### config.mk
export PLATFORM = sky130hd
export DESIGN_NAME = mixer_pipe
export DESIGN_NICKNAME = d
export VERILOG_FILES = /design/src/rtl/mixer_pipe.sv
export SDC_FILE = /design/constraint.sdc
export NUM_CORES = 2
export LEC_CHECK = 0
export CORE_UTILIZATION = 30
export DETAILED_ROUTE_END_ITERATION = 6
export PLACE_DENSITY_LB_ADDON = 0.05
export SYNTH_ARGS = -nofsm -noshare
export SYNTH_HDL_FRONTEND = slang
export SYNTH_SLANG_ARGS = --single-unit
### constraint.sdc
create_clock -name clk_i -period 12.9 [get_ports clk_i]
set_input_delay 2.58 -clock clk_i [delete_from_list [all_inputs] [get_ports clk_i]]
set_output_delay 2.58 -clock clk_i [all_outputs]
set_load 0.02 [all_outputs]
### src/rtl/mixer_pipe.sv
// Three-stage complex mixer: (sr + j*si) * (lo +/- j*qlo), rounded half up, shifted, limited to IO_W.
// Define MIXER_PIPE_SAT_EN to clamp and count saturated samples; otherwise results wrap.
module mixer_pipe #(
  parameter int IO_W  = 16,
  parameter int SHIFT = 16
) (
  input  logic                   clk_i,
  input  logic                   rst_ni,
  input  logic signed [IO_W-1:0] lo_i,
  input  logic signed [IO_W-1:0] qlo_i,
  input  logic signed [IO_W-1:0] signalr_i,
  input  logic signed [IO_W-1:0] signali_i,
  input  logic                   conj_i,
  input  logic                   in_valid_i,
  output logic                   in_ready_o,
  output logic signed [IO_W-1:0] signalr_o,
  output logic signed [IO_W-1:0] signali_o,
  output logic                   out_valid_o,
  input  logic                   out_ready_i,
  input  logic                   clr_i,
  output logic [15:0]            sat_cnt_o
);

  localparam int PW = 2 * IO_W;
  localparam int SW = PW + 1;
  localparam logic signed [SW-1:0] RND = {{(SW-1){1'b0}}, 1'b1} << (SHIFT - 1);

  function automatic logic signed [SW-1:0] sext(input logic signed [PW-1:0] p);
    return {p[PW-1], p};
  endfunction

  function automatic logic signed [SW-1:0] round_shift(input logic signed [SW-1:0] s);
    logic signed [SW-1:0] t;
    t = s + RND;
    return t >>> SHIFT;
  endfunction

  logic en;
  logic vld_p0, vld_p1;
  logic conj_p0, conj_p1;
  logic signed [IO_W-1:0] sr_p0, si_p0, lo_p0, qlo_p0;
  logic signed [PW-1:0]   rl_p1, iq_p1, rq_p1, il_p1;
  logic signed [SW-1:0]   re_sum, im_sum, re_sh, im_sh;
  logic signed [IO_W-1:0] re_lim, im_lim;

  // The whole pipe moves as one; a stalled output freezes every stage.
  assign en         = !out_valid_o || out_ready_i;
  assign in_ready_o = en;

  always_ff @(posedge clk_i or negedge rst_ni) begin
    if (!rst_ni) begin
      vld_p0 <= 1'b0;
      vld_p1 <= 1'b0;
    end else if (en) begin
      vld_p0 <= in_valid_i;
      vld_p1 <= vld_p0;
    end
  end

  // ---- stage 1: input capture / stage 2: four full-precision products ----
  always_ff @(posedge clk_i) begin
    if (en) begin
      sr_p0   <= signalr_i;
      si_p0   <= signali_i;
      lo_p0   <= lo_i;
      qlo_p0  <= qlo_i;
      conj_p0 <= conj_i;
      rl_p1   <= sr_p0 * lo_p0;
      iq_p1   <= si_p0 * qlo_p0;
      rq_p1   <= sr_p0 * qlo_p0;
      il_p1   <= si_p0 * lo_p0;
      conj_p1 <= conj_p0;
    end
  end

  always_comb begin
    re_sum = sext(rl_p1) - sext(iq_p1);
    im_sum = sext(rq_p1) + sext(il_p1);
    if (conj_p1) begin
      re_sum = sext(rl_p1) + sext(iq_p1);
      im_sum = sext(il_p1) - sext(rq_p1);
    end
    re_sh = round_shift(re_sum);
    im_sh = round_shift(im_sum);
  end

`ifdef MIXER_PIPE_SAT_EN
  localparam logic signed [SW-1:0] MAXV = {{(SW-IO_W+1){1'b0}}, {(IO_W-1){1'b1}}};
  localparam logic signed [SW-1:0] MINV = {{(SW-IO_W+1){1'b1}}, {(IO_W-1){1'b0}}};

  function automatic logic signed [IO_W-1:0] sat_lim(input logic signed [SW-1:0] v);
    if (v > MAXV) return MAXV[IO_W-1:0];
    if (v < MINV) return MINV[IO_W-1:0];
    return v[IO_W-1:0];
  endfunction

  function automatic logic clipped(input logic signed [SW-1:0] v);
    return (v > MAXV) || (v < MINV);
  endfunction

  logic any_sat;
  logic [15:0] sat_cnt;

  assign re_lim    = sat_lim(re_sh);
  assign im_lim    = sat_lim(im_sh);
  assign any_sat   = clipped(re_sh) || clipped(im_sh);
  assign sat_cnt_o = sat_cnt;

  always_ff @(posedge clk_i or negedge rst_ni) begin
    if (!rst_ni) begin
      sat_cnt <= '0;
    end else if (clr_i) begin
      sat_cnt <= '0;
    end else if (en && vld_p1 && any_sat && (sat_cnt != 16'hFFFF)) begin
      sat_cnt <= sat_cnt + 16'd1;
    end
  end
`else
  assign re_lim    = re_sh[IO_W-1:0];
  assign im_lim    = im_sh[IO_W-1:0];
  assign sat_cnt_o = '0;

  wire unused_ok = &{1'b0, clr_i, re_sh[SW-1:IO_W], im_sh[SW-1:IO_W]};
`endif

  // ---- stage 3: limited result to the output port ----
  always_ff @(posedge clk_i or negedge rst_ni) begin
    if (!rst_ni) begin
      out_valid_o <= 1'b0;
      signalr_o   <= '0;
      signali_o   <= '0;
    end else if (en) begin
      out_valid_o <= vld_p1;
      if (vld_p1) begin
        signalr_o <= re_lim;
        signali_o <= im_lim;
      end
    end
  end

endmodule

==> results.cfg <==
[timing]
fin_skew_ns = 0.0637
hold_viol_final = 0
fin_ws_ns = 4.06
slew_viol_final = 0
max_slew_margin = 0.235
tns_ns = 0
fin_crit_sh = 0.685
worstMarginPinSlew_ns = 1.14
finalSetupViolations = 0
max_freq_mhz = 113
rsz0062_at_grt = false
min_period_ns = 8.84

[critical_path]
crit_fanout = 17
path_class = flip-flop to flip-flop
critPathCaptureType = flip-flop
cp-start-kind = flip-flop
required_ns = 13.16
worstPathArrival_ns = 9.10

[global_route]
grt_use_met2 = 0.283
grt_overflow = 0
grtUsageMet1 = 0.265
grt_util_met3 = 0.0220
grt_first_pass_wirelength_microns = 229000
gr-max-usage-layer = met2
grt_use_total = 0.180
grt_pass1_vias = 36300
grt_max_degree = 63
grt_antenna_before_repair = 9

[finish]
final_nets = 6828
drive_gt1_frac = 0.0331
area_growth_pct = 9.49
layout_common_cells = 1207 x inv_1, 1048 x fa_1, 564 x nand2_1
layout_commonest_cell = inv_1

[clock_network]
numCtsBuffers = 39
clock-root-buffer = clkbuf_16
cts.sinks = 229
post_cts_buffers = 0
path_clk_slew_ns = 0.05
cts_hold_buf = 0
cts_max_level = 2
post_cts_resized = 0
cts_buffer_depth = 3
tritoncts = yes
clock_latency_ns = 0.67

[placement]
port_buffers = 102
place_ws_ns = 3.87
place_congestion = 0.825
dp_hpwl_microns = 117000

[synthesis]
syn_area_per_cell_sq_um = 9.57
ys_ff_latch = 229
syn-cell-area_sq_um = 50800
synth_edf_count = 194
yosysUniqueCellTypes = 79
ys_warn_count = 0
syn_inst = 5311
synth_flop_cell = edfxtp_1
yosysSeqAreaShare = 0.132
synth-async-reset-ratio = 0.153

[die]
die_y_microns = 414
core_area_sq_um = 168000
die_area_sq_um = 171000
die_w_microns = 414
core.rowCount = 150
start_util = 0.303
pin_count = 120

[worst_hold_path]
hold_path_class = flip-flop to flip-flop

[route]
ant_nets = 0
viasPerCell = 4.61
firstDrtPassIters = 5
first_iter_violations = 1874
drt_wl_total_microns = 148000
wl_per_cell_microns = 19.6
num_vias = 34800
drc_errors = 0

[run_status]
outcome = finished clean

[job]
maxCapViolCount = 0
worst paths after layout:
kind | startpoint | end | slack [ns] | cells past startpoint
setup / recovery | lo_p0[8]$_DFFE_PN_ | rl_p1[29]$_DFFE_PN_ | 4.06 | 24
hold / removal | conj_p0$_DFFE_PN_ | conj_p1$_DFFE_PN_ | 0.43 | 0
setup reg to reg | lo_p0[8]$_DFFE_PN_ | rl_p1[29]$_DFFE_PN_ | 4.06 | 24
hold reg to reg | conj_p0$_DFFE_PN_ | conj_p1$_DFFE_PN_ | 0.43 | 0
max in group asynchronous | rst_ni | signalr_o[4]$_DFFE_PN0P_ | 10.26 | 1
min in group asynchronous | rst_ni | signali_o[5]$_DFFE_PN0P_ | 2.04 | 1
final cells by class:
class | count | area (sq um)
inverter | 1208 | 4530
timing repair buffer | 182 | 1620
tap | 2204 | 2760
multi-input combinational | 3658 | 38700
sequential | 229 | 6700
clock buffer | 46 | 1040
clock inverter | 26 | 260
fill | 17600 | 112000
antenna | 3 | 7.51
sequential cells by signal (all words and copies together), names as in the netlist, 32 cells and up:
register / cells
il_p1: 32
rl_p1: 32
iq_p1: 32
rq_p1: 32
cell families after synthesis:
logic type | after synthesis | synth area share
adder cells (fa/ha/maj) | 1440 | 0.509
multiplexers | 8 | 0.00167
flip-flops | 229 | 0.132
AO/OA/AOI/OAI | 471 | 0.0613
other | 1 | 0.0000738
XOR/XNOR | 256 | 0.0443
AND/OR/NAND/NOR | 1467 | 0.144
buffers and inverters | 1439 | 0.107
worst max-delay path, stage by stage (launching register included):
cell and delay, ns:
edfxtp_1 1.01, buf_4 0.48, nand2_1 0.13, fa_1 0.53
inv_1 0.05, fa_1 0.50, inv_1 0.05, fa_1 0.53
inv_1 0.06, fa_1 0.46, fa_1 0.50, inv_1 0.05
fa_1 0.48, inv_1 0.04, ha_1 0.39, nand3_1 0.16
nor2_1 0.17, inv_1 0.06, a211oi_1 0.57, nor3_1 0.30
nor3_1 0.39, o21ai_0 0.32, o2111ai_1 0.27, a21oi_1 0.10
xnor2_1 0.84
metrics by stage:
stage	hold WS, ns	util	instance area [sq um]	instances
2_1_floorplan	0.400	-	50900	5326
3_3_place_gp	0.417	0.324	54300	7481
3_5_place_dp	0.414	0.324	54300	7481
4_1_cts	0.434	0.332	55600	7553
5_1_grt	0.436	0.332	55600	7553
6_report	0.429	0.332	55700	7556
cell usage after synthesis, types with 31 or more instances:
cell      count  share of area
nor3_1       54         0.0053
xor2_1       63          0.011
and2_1      503          0.062
fa_1       1048           0.41
xnor2_1     192          0.033
inv_1      1207          0.089
a21oi_1     149          0.015
o21bai_1     31         0.0046
nor2_1      168          0.012
nand3_1      35         0.0034
o21ai_0      73         0.0072
clkbuf_1    210          0.016
dfrtp_1      35          0.017
edfxtp_1    194           0.11
nand2_1     565          0.042
a21o_1       60         0.0089
ha_1        392          0.096
metal layers:
layer / up-vias / wire, microns
li1: 16100 / -
met1: 18200 / 73000
met2: 464 / 67800
met3: 68 / 5350
met4: 0 / 1970
met5: - / 0
Power is not shown: default switching activity piles up to over one toggle a cycle in this logic, so the estimate is an artifact.
